$ cat src/rtl/fll_pkg.sv
// Shared types and constants for the FLL numerically controlled oscillator.
// Latency: n/a (package only).
// Backpressure: n/a (package only).
//
// Contents: controller state enum, data width, square-wave amplitude.
package fll_pkg;

    localparam int W = 32;

    // Square-wave amplitude; the negative level is its two's complement.
    localparam logic signed [W-1:0] AMP     = 32'sh3FFF_FFFF;
    localparam logic signed [W-1:0] AMP_NEG = -AMP;

    typedef enum logic [1:0] {
        IDLE = 2'd0,
        RUN  = 2'd1,
        HOLD = 2'd2
    } state_t;

endpackage

$ cat src/rtl/fll_lock_det.sv
// Lock detector: counts consecutive in-tolerance delta strobes.
// Latency: locked updates on the clock edge that samples the qualifying strobe.
// Backpressure: none; every strobe presented is consumed.
//
// Ports:
//   clk, reset  - clock and synchronous active-high clear
//   strobe      - delta-valid qualifier (already gated by the controller)
//   delta       - signed frequency error
//   locked      - high once LOCK_CNT consecutive strobes had |delta| <= LOCK_TOL
module fll_lock_det
    import fll_pkg::*;
#(
    parameter int LOCK_TOL = 2,
    parameter int LOCK_CNT = 8
) (
    input  logic                clk,
    input  logic                reset,
    input  logic                strobe,
    input  logic signed [W-1:0] delta,
    output logic                locked
);

    localparam int              CW      = $clog2(LOCK_CNT + 1);
    localparam logic [CW-1:0]   CNT_MAX = CW'(LOCK_CNT);
    localparam logic [W:0]      TOL     = (W + 1)'(LOCK_TOL);

    logic [CW-1:0]     cnt;
    logic [CW-1:0]     cnt_inc;
    logic signed [W:0] dx;
    logic [W:0]        mag;
    logic              in_tol;

    // Magnitude is taken one bit wider so |-2^31| does not wrap back negative.
    always_comb begin
        dx      = {delta[W-1], delta};
        mag     = dx[W] ? $unsigned(-dx) : $unsigned(dx);
        in_tol  = (mag <= TOL);
        cnt_inc = (cnt == CNT_MAX) ? cnt : cnt + CW'(1);
    end

    always_ff @(posedge clk) begin
        if (reset) begin
            cnt    <= '0;
            locked <= 1'b0;
        end else if (strobe) begin
            if (in_tol) begin
                cnt    <= cnt_inc;
                locked <= (cnt_inc == CNT_MAX);
            end else begin
                cnt    <= '0;
                locked <= 1'b0;
            end
        end
    end

endmodule

$ cat src/rtl/fll_nco.sv
// FLL-steered NCO: phase accumulator with saturating frequency-word correction.
// Latency: fcw, phase and signal_gen update on the edge sampling the input; visible next cycle.
// Backpressure: none; strobes outside RUN (or with start asserted) are dropped.
//
// Ports:
//   clk, reset    - clock, synchronous active-high reset
//   clk_en        - phase-advance enable
//   enabel        - run/hold control; start - start/restart pulse
//   delta         - signed frequency error; valid_sub_en - delta-valid strobe
//   signal_gen    - registered square wave (+/-AMP, 0 in IDLE)
//   fcw           - current frequency control word
//   locked        - lock flag
// Build option: define FLL_NCO_LOCK_EN to include the lock detector; otherwise locked is 0.
module fll_nco
    import fll_pkg::*;
#(
    parameter logic [31:0] FCW_INIT   = 32'h0100_0000,
    parameter logic [31:0] FCW_MIN    = 32'h0000_1000,
    parameter logic [31:0] FCW_MAX    = 32'h4000_0000,
    parameter int          GAIN_SHIFT = 4,
    parameter int          LOCK_TOL   = 2,
    parameter int          LOCK_CNT   = 8
) (
    input  logic                clk,
    input  logic                reset,
    input  logic                clk_en,
    input  logic                enabel,
    input  logic                start,
    input  logic signed [W-1:0] delta,
    input  logic                valid_sub_en,
    output logic signed [W-1:0] signal_gen,
    output logic [W-1:0]        fcw,
    output logic                locked
);

    // Reject configurations the datapath cannot represent.
    if (GAIN_SHIFT < 0 || GAIN_SHIFT > W - 1) begin : g_bad_gain
        $error("fll_nco: GAIN_SHIFT out of range");
    end
    if (LOCK_CNT < 1 || LOCK_TOL < 0) begin : g_bad_lock
        $error("fll_nco: LOCK_CNT must be >= 1 and LOCK_TOL >= 0");
    end

    state_t              state;
    logic [W-1:0]        phase;
    logic [W-1:0]        phase_adv;
    logic signed [W-1:0] step;
    logic signed [W+1:0] step_ext;
    logic signed [W+1:0] sum;
    logic [W-1:0]        fcw_sat;

    always_comb begin
        // Phase advance always uses the fcw currently held, so a coincident
        // correction only affects the following advance.
        phase_adv = phase + fcw;

        // Two guard bits: fcw (unsigned, <2^32) plus a shifted delta can never
        // overflow a 34-bit signed sum, so extremes clamp instead of wrapping.
        step     = delta >>> GAIN_SHIFT;
        step_ext = {{2{step[W-1]}}, step};
        sum      = $signed({2'b00, fcw}) + step_ext;

        if (sum < $signed({2'b00, FCW_MIN})) begin
            fcw_sat = FCW_MIN;
        end else if (sum > $signed({2'b00, FCW_MAX})) begin
            fcw_sat = FCW_MAX;
        end else begin
            fcw_sat = sum[W-1:0];
        end
    end

    // Controller. Priority: reset > start > enabel > strobes.
    always_ff @(posedge clk) begin
        if (reset) begin
            state      <= IDLE;
            phase      <= '0;
            fcw        <= FCW_INIT;
            signal_gen <= '0;
        end else begin
            case (state)
                IDLE: begin
                    if (start && enabel) begin
                        state      <= RUN;
                        phase      <= '0;
                        fcw        <= FCW_INIT;
                        signal_gen <= AMP;
                    end
                end

                RUN, HOLD: begin
                    if (start) begin
                        phase <= '0;
                        if (enabel) begin
                            state      <= RUN;
                            fcw        <= FCW_INIT;
                            signal_gen <= AMP;
                        end else begin
                            state      <= IDLE;
                            signal_gen <= '0;
                        end
                    end else if (state == HOLD) begin
                        // Everything stays frozen; only the resume is honoured.
                        if (enabel) begin
                            state <= RUN;
                        end
                    end else if (!enabel) begin
                        // The cycle that drops enabel already freezes the datapath.
                        state <= HOLD;
                    end else begin
                        if (clk_en) begin
                            phase      <= phase_adv;
                            signal_gen <= phase_adv[W-1] ? AMP_NEG : AMP;
                        end
                        if (valid_sub_en) begin
                            fcw <= fcw_sat;
                        end
                    end
                end

                default: begin
                    state      <= IDLE;
                    phase      <= '0;
                    signal_gen <= '0;
                end
            endcase
        end
    end

`ifdef FLL_NCO_LOCK_EN
    logic lock_strobe;
    logic lock_clr;

    // Same qualification as the fcw update, so HOLD/IDLE strobes are ignored.
    assign lock_strobe = (state == RUN) && enabel && !start && valid_sub_en;
    // Any start either restarts or returns to IDLE; both begin a fresh lock search.
    assign lock_clr    = reset || start;

    fll_lock_det #(
        .LOCK_TOL (LOCK_TOL),
        .LOCK_CNT (LOCK_CNT)
    ) u_lock_det (
        .clk    (clk),
        .reset  (lock_clr),
        .strobe (lock_strobe),
        .delta  (delta),
        .locked (locked)
    );
`else
    assign locked = 1'b0;
`endif

endmodule

$ cat config.mk
export PLATFORM = sky130hd
export DESIGN_NAME = fll_nco
export DESIGN_NICKNAME = d
export VERILOG_FILES = /design/src/rtl/fll_pkg.sv /design/src/rtl/fll_lock_det.sv /design/src/rtl/fll_nco.sv
export SDC_FILE = /design/constraint.sdc
export NUM_CORES = 1
export LEC_CHECK = 0
export BUFFER_PORTS_ARGS = -buffer_cell sky130_fd_sc_hd__buf_2
export CAP_MARGIN = 30
export CORE_MARGIN = 5
export CORE_UTILIZATION = 30
export DETAILED_ROUTE_END_ITERATION = 7
export GPL_TIMING_DRIVEN = 0
export HOLD_SLACK_MARGIN = 0.1
export PLACE_DENSITY = 0.47
export SETUP_SLACK_MARGIN = 0.4
export SLEW_MARGIN = 20
export SYNTH_ARGS = -nofsm -noshare
export SYNTH_HDL_FRONTEND = slang
export SYNTH_HIERARCHICAL = 1
export SYNTH_SLANG_ARGS = --single-unit
$ cat constraint.sdc
create_clock -name clk -period 8.9 [get_ports clk]
set_input_delay 0.89 -clock clk [delete_from_list [all_inputs] [get_ports clk]]
set_output_delay 0.89 -clock clk [all_outputs]
set_load 0.05 [all_outputs]
==> impl_metrics.json, run 1 <==
{
  "drtAntennaViolNets": 0,
  "clock_path_buffers": 2,
  "wirelength_mm": 20.4,
  "maxSlewViolCount": 0,
  "min_period_ns": 4.77,
  "p_leak_nw": 3.56,
  "cts-buffers-inserted": 9,
  "cts_setup_buffers": 0,
  "path_clk_slew_ns": 0.06,
  "diodes": 0,
  "drc_errors": 0,
  "fill_cells": 2360,
  "async_reset_ff_share_pct": 0,
  "drt_first_pass_iters": 6,
  "grt-ovfl-total": 0,
  "drive_gt1_share_pct": 20.3,
  "pin_count": 103,
  "hp-class": "register to register",
  "ys.flop_type": "dfxtp_1",
  "fp.coreArea_sq_um": 21600,
  "hpwl_mm": 16.4,
  "synth_nets": 938,
  "dp.cells": 1205,
  "grt_pass1_vias": 5890,
  "timing.hold.ws_ns": 0.455,
  "wire_per_inst_um": 16.7,
  "htreeDepth": 3,
  "grt_max_degree": 31,
  "nets": 1045,
  "areaGrowthSynthToFinish_pct": 17.4,
  "worst_slew_margin_rel_pct": 39.2,
  "ys_seq_area_share_pct": 21.1,
  "cts_tree": "done",
  "syn-cell-area_sq_um": 6540,
  "rsz0062_at_grt": "no",
  "totalPowerFinal_uw": 986,
  "antenna_found_initial": 0,
  "synth_cell_types": 70,
  "cts_sinks": 69,
  "synth_cells": 829,
  "drt_iter0_drc": 352,
  "grtUsageTotal_pct": 16.2,
  "r2r_slack_ns": 4.20,
  "die_w_um": 158,
  "initial_core_util_pct": 30.3,
  "status": "finished clean",
  "hold_buffers": 0,
  "fin_crit_sh_pct": 53.6,
  "fin_cells": 1221,
  "post_cts_resized": 0,
  "dr_total_vias": 6272,
  "p_per_area_nw_per_um2": 128,
  "drv_cap": 0,
  "numPortBuffers": 96,
  "worst_setup_path_end_kind": "register",
  "crit_arrival_ns": 5.03,
  "final_hold_viol_count": 0,
  "fmax_mhz": 209,
  "clk_latency_ns": 0.34,
  "grt_pass1_wl_mm": 32.0,
  "finalSetupViolCount": 0,
  "setup-tns-final_ns": 0,
  "start_kind": "input port",
  "clockRootBuffer": "clkbuf_16",
  "worstMarginPinSlew_ns": 0.911,
  "critPathKind": "input port to register",
  "ys_warn_count": 6,
  "avgSynthCellArea_sq_um": 7.89,
  "synth_edf_count": 0,
  "rows": 54,
  "synth_seq_cells": 69,
  "place_congestion": 0.875,
  "crit_fanout": 10,
  "worst_ep_required_time_ns": 9.15,
  "ir_drop_uv": 99.8,
  "routed_via_density": 5.14,
  "die_y_um": 158,
  "die_area_sq_um": 24900,
  "finClkSkew_ns": 0.0111
}
-- synthesized netlist by cell type (4+ instances only) --
cell type / count / area (sq um)
o31a_1: 5 / 43.8
a32o_1: 11 / 110
ha_1: 69 / 863
a21oi_1: 67 / 335
o21ai_1: 8 / 40.0
o31ai_2: 7 / 87.6
or2_2: 4 / 25.0
nor4_1: 6 / 37.5
nor2b_1: 14 / 87.6
dfxtp_1: 69 / 1380
nand3_1: 23 / 115
o211ai_1: 5 / 37.5
nand2b_1: 13 / 81.3
o41ai_2: 6 / 97.6
a21o_1: 21 / 158
a21oi_2: 4 / 35.0
a22oi_1: 29 / 218
and2_1: 10 / 62.6
xnor2_1: 31 / 272
buf_4: 32 / 240
buf_2: 6 / 30.0
a211oi_1: 11 / 82.6
nor3_1: 13 / 65.1
clkbuf_1: 21 / 78.8
xor2_1: 23 / 201
nor3b_1: 4 / 30.0
o21ai_0: 34 / 170
nor2_1: 82 / 308
o21bai_1: 5 / 37.5
a31oi_1: 9 / 56.3
inv_1: 15 / 56.3
nand2_1: 84 / 315
o21a_1: 12 / 90.1
nand4_1: 7 / 43.8
or3_1: 7 / 43.8
o31ai_1: 5 / 37.5
-- path summary, 6_finish.rpt --
check             from         to  depth (start not counted)
max reg2reg     fcw[0]    fcw[24]                         15
min reg2reg  phase[31]  phase[31]                          2
min          phase[31]  phase[31]                          2
max           delta[4]    fcw[24]                         16
-- layer usage --
layer  wire length [um]  track usage (%)  part of all wire [%]
met3                872             2.73                   4.3
met2               9180             25.6                    45
met4                231             3.15                   1.1
met5                  0                0                     0
met1              10100             23.4                    50
-- cells in the final DEF, fill, tap and decap left out, types with 4 or more instances in the layout --
master     instances
buf_2            102
nand2_1           84
nor2_1            82
ha_1              69
dfxtp_1           69
a21oi_1           67
o21ai_0           34
buf_4             32
xnor2_1           31
a22oi_1           29
nand3_1           23
xor2_1            23
clkbuf_1          21
a21o_1            21
inv_1             15
nor2b_1           14
nor3_1            13
nand2b_1          13
o21a_1            12
a211oi_1          11
a32o_1            11
and2_1            10
a31oi_1            9
clkbuf_16          9
o21ai_1            8
or3_1              7
nand4_1            7
o31ai_2            7
nor4_1             6
o41ai_2            6
o31a_1             5
o31ai_1            5
o21bai_1           5
o211ai_1           5
nor3b_1            4
a21oi_2            4
or2_2              4
-- state kept, by name, summed over array words and instances (netlist names) --
name / count
fcw: 32
phase: 32
signal_gen: 3
state: 2
-- cell type report --
class	count	area [sq um]	share of cell area [%]
Multi-Input combinational cell	681	4710	61.4
Clock buffer	10	239	3.11
Sequential cell	69	1380	18.0
Tap cell	280	350	4.56
Clock inverter	6	70.1	0.912
Buffer	64	390	5.08
Inverter	15	56.3	0.733
Timing Repair Buffer	96	480	6.25
-- where the power goes --
group / total, mW / switching (mW) / internal, mW
Combinational: 0.289 / 0.200 / 0.0897
Sequential: 0.323 / 0.0100 / 0.313
Clock: 0.373 / 0.147 / 0.227
Total: 0.986 / 0.357 / 0.629
-- critical path, stage by stage --
cell and delay [ns]:
buf_2 0.08, ha_1 0.18, inv_1 0.07, fa_1 0.40, nor2b_1 0.16, o31a_1 0.20
o21ai_1 0.13, a211oi_1 0.62, o21a_1 0.26, o21ai_0 0.13, xor2_1 0.56, a31oi_1 0.16
a22oi_1 0.58, a21oi_4 0.18, buf_6 0.21, o31ai_2 0.20
-- through the flow --
step	instance area, sq um	setup slack (ns)	util (%)
finish	7680	4.13	35.5
global placement	7370	3.76	34.1
detailed placement	7370	3.80	34.1
global route	7680	3.85	35.5
CTS	7680	4.14	35.5
floorplan	6540	4.92	-
-- cell families (layout without fill, tap and decap cells) --
group | after synthesis | count (layout) | synth area share [%]
simple gates | 284 | 284 | 20.9
compound gates | 267 | 267 | 29.4
buf+inv | 79 | 191 | 6.83
fa+ha+maj | 71 | 71 | 13.8
flops | 69 | 69 | 21.1
xor+xnor | 54 | 54 | 7.23
mux | 4 | 4 | 0.650
other cells | 1 | 1 | 0.0573
Note: power is estimated with default switching activity, not from simulation.
==> run 2, diff against run 1 <==
Settings changed: PLACE_DENSITY 0.47 to 0.48.
Clock period 8.9 ns to 4 ns, I/O delays scaled along.
==> run 2 against run 1 <==
  * Die area is the same
  * Clock power up 120%
  * Sequential power is 120% higher
  * Non-clock buffer count rose by 30
  * First-iteration DRC count down 28%
  * Design area is 10% higher
  * Combinational power increased by 140%
  * Critical path type is now register to register
  * Critical endpoint is now fcw[30]
  * Largest cell class unchanged
==> impl_metrics.json, run 2 (same netlist as run 1, synthesis figures left out) <==
{
  "layout_commonest_cell": "buf_2",
  "reg2reg_depth": 17,
  "worstSetupStartpoint": "fcw[0]",
  "die_area_sq_um": 24900,
  "areaGrowthSynthToFinish_pct": 29.3,
  "drive_gt1_share_pct": 30.7,
  "drv_cap": 0,
  "grtUsageTotal_pct": 16.6,
  "wirelength_mm": 21.1,
  "cts_tree": "done",
  "dp.cells": 1205,
  "cts_sinks": 69,
  "pin_count": 103,
  "p_leak_nw": 3.82,
  "dr_total_vias": 6427,
  "clockRootBuffer": "clkbuf_16",
  "nets": 1075,
  "min_period_ns": 3.64,
  "htreeDepth": 3,
  "power.internal_mw": 1.45,
  "fill_cells": 2294,
  "path_clk_slew_ns": 0.06,
  "critPathKind": "register to register",
  "worst_setup_path_end_kind": "register",
  "ir_drop_uv": 193,
  "worstMarginPinSlew_ns": 0.897,
  "cts-buffers-inserted": 9,
  "p_per_area_nw_per_um2": 265,
  "final_cell_mix": "buf_2, nor2_1, nand2_1",
  "hold_buffers": 0,
  "status": "finished clean",
  "place_congestion": 0.843,
  "hpwl_mm": 16.2,
  "initial_core_util_pct": 30.3,
  "drtAntennaViolNets": 0,
  "maxSlewViolCount": 0,
  "worst_ep_required_time_ns": 4.23,
  "fin_cells": 1251,
  "seqCellArea_sq_um": 1420,
  "drt_first_pass_iters": 4,
  "grt_max_degree": 31,
  "drt_iter0_drc": 253,
  "top_regs": "fcw: 32 flops, phase: 32 flops, signal_gen: 3 flops",
  "r2r-end": "fcw[30]",
  "die_w_um": 158,
  "switching_share_pct": 35.2,
  "p_clk_share_pct": 37.3,
  "fmax_mhz": 275,
  "diodes": 0,
  "fp.coreArea_sq_um": 21600,
  "rsz0062_at_grt": "yes",
  "crit_fanout": 10,
  "crit_arrival_ns": 3.87,
  "rows": 54,
  "fin_crit_sh_pct": 91.0,
  "worst_slew_margin_rel_pct": 40.1,
  "final_hold_viol_count": 0,
  "seqPwrFrac_pct": 31.9,
  "crit_end": "fcw[30]",
  "drc_errors": 0,
  "clock_path_buffers": 2,
  "antenna_found_initial": 0,
  "r2r_slack_ns": 0.36,
  "grt-ovfl-total": 0,
  "hp-class": "register to register",
  "grt_pass1_wl_mm": 32.9,
  "finalSetupViolCount": 0,
  "clk_latency_ns": 0.34,
  "wire_per_inst_um": 16.8,
  "switching_power_uw": 790,
  "finClkSkew_ns": 0.00819,
  "routed_via_density": 5.14,
  "numPortBuffers": 96,
  "start_kind": "register",
  "totalPowerFinal_mw": 2.24,
  "fin_util_pct": 39.1,
  "grt_pass1_vias": 5974,
  "die_y_um": 158,
  "r2r-start": "fcw[0]",
  "combPwrFrac_pct": 30.8,
  "multi_input_area_sq_um": 5150
}
run 2: cell count changes in the layout (fill, tap and decap cells not counted), moves of 5 or more:
| cell | change |
|---|---|
| o31ai_4 | +5 |
| buf_4 | +24 |
| o21ai_0 | -6 |
| dfxtp_4 | +6 |
| o21ai_2 | +6 |
| dfxtp_1 | -21 |
| a21oi_2 | +6 |
| dfxtp_2 | +15 |
| a21oi_1 | -7 |
| ha_1 | -6 |
run 2: worst min-delay path by stage:
| stage | slack, ns | depth (start not counted) | from | end |
|---|---|---|---|---|
| floorplan | 0.43 | 2 | phase[31] | phase[31] |
| global placement | 0.44 | 2 | phase[31] | phase[31] |
| detailed placement | 0.45 | 2 | phase[31] | phase[31] |
| CTS | 0.46 | 2 | phase[31] | phase[31] |
| global route | 0.50 | 2 | phase[31] | phase[31] |
| finish | 0.45 | 2 | phase[31] | phase[31] |
run 2: final cells by class:
class | count | area share, %
plain buffers | 64 | 5.03
multi-input cells | 681 | 60.9
clock inverters | 3 | 0.503
clock buffers | 13 | 3.20
repair buffers | 126 | 8.73
inverters | 15 | 0.666
well taps | 280 | 4.14
flip-flops and latches | 69 | 16.8
run 2: power by group through the flow:
stage	logic [mW]	clock network, mW	registers (mW)
2_1_floorplan	0.473	0	0.749
3_3_place_gp	0.646	0	0.734
3_5_place_dp	0.645	0	0.734
4_1_cts	0.675	0.859	0.716
5_1_grt	0.741	0.889	0.718
6_report	0.691	0.836	0.715
run 2: critical path, cell delays in order (launching register included):
cell	delay, ns
dfxtp_4	0.39
ha_4	0.16
inv_2	0.04
fa_2	0.37
nor2b_2	0.13
o31a_1	0.24
o21ai_4	0.11
a211oi_4	0.33
o21a_1	0.24
o21ai_2	0.10
xor2_2	0.31
buf_4	0.18
nand2_1	0.04
and4b_1	0.31
clkbuf_8	0.16
buf_8	0.16
a211oi_1	0.07
a21o_1	0.16
run 2: what timing repair did:
| item | in CTS | in global routing |
|---|---|---|
| cloned | 1 | 0 |
| resized for setup | 76 | 45 |
| endpoints found under the hold margin | 0 | 0 |
| pin swaps | 24 | 25 |
| setup buffers | 17 | 12 |
| endpoints found under the setup margin | 33 | 33 |
run 2: per-layer routing:
layer | global-route usage [%] | vias to the layer above | wire length [um]
met4 | 3.48 | 0 | 167
met2 | 26.3 | 102 | 9710
met3 | 2.32 | 12 | 819
met1 | 24.1 | 3020 | 10400
li1 | - | 3293 | -
met5 | 0 | - | 0
run 2: stage by stage:
stage | hold slack [ns] | setup TNS, ns | setup slack [ns] | cell area (sq um)
final | 0.452 | 0 | 0.361 | 8460
after detailed placement | 0.448 | -10.81 | -0.431 | 7380
after global routing | 0.504 | 0 | 0.247 | 8460
after floorplan | 0.430 | 0 | 0.404 | 6550
after global placement | 0.440 | -11.47 | -0.458 | 7380
after CTS | 0.456 | 0 | 0.402 | 8120
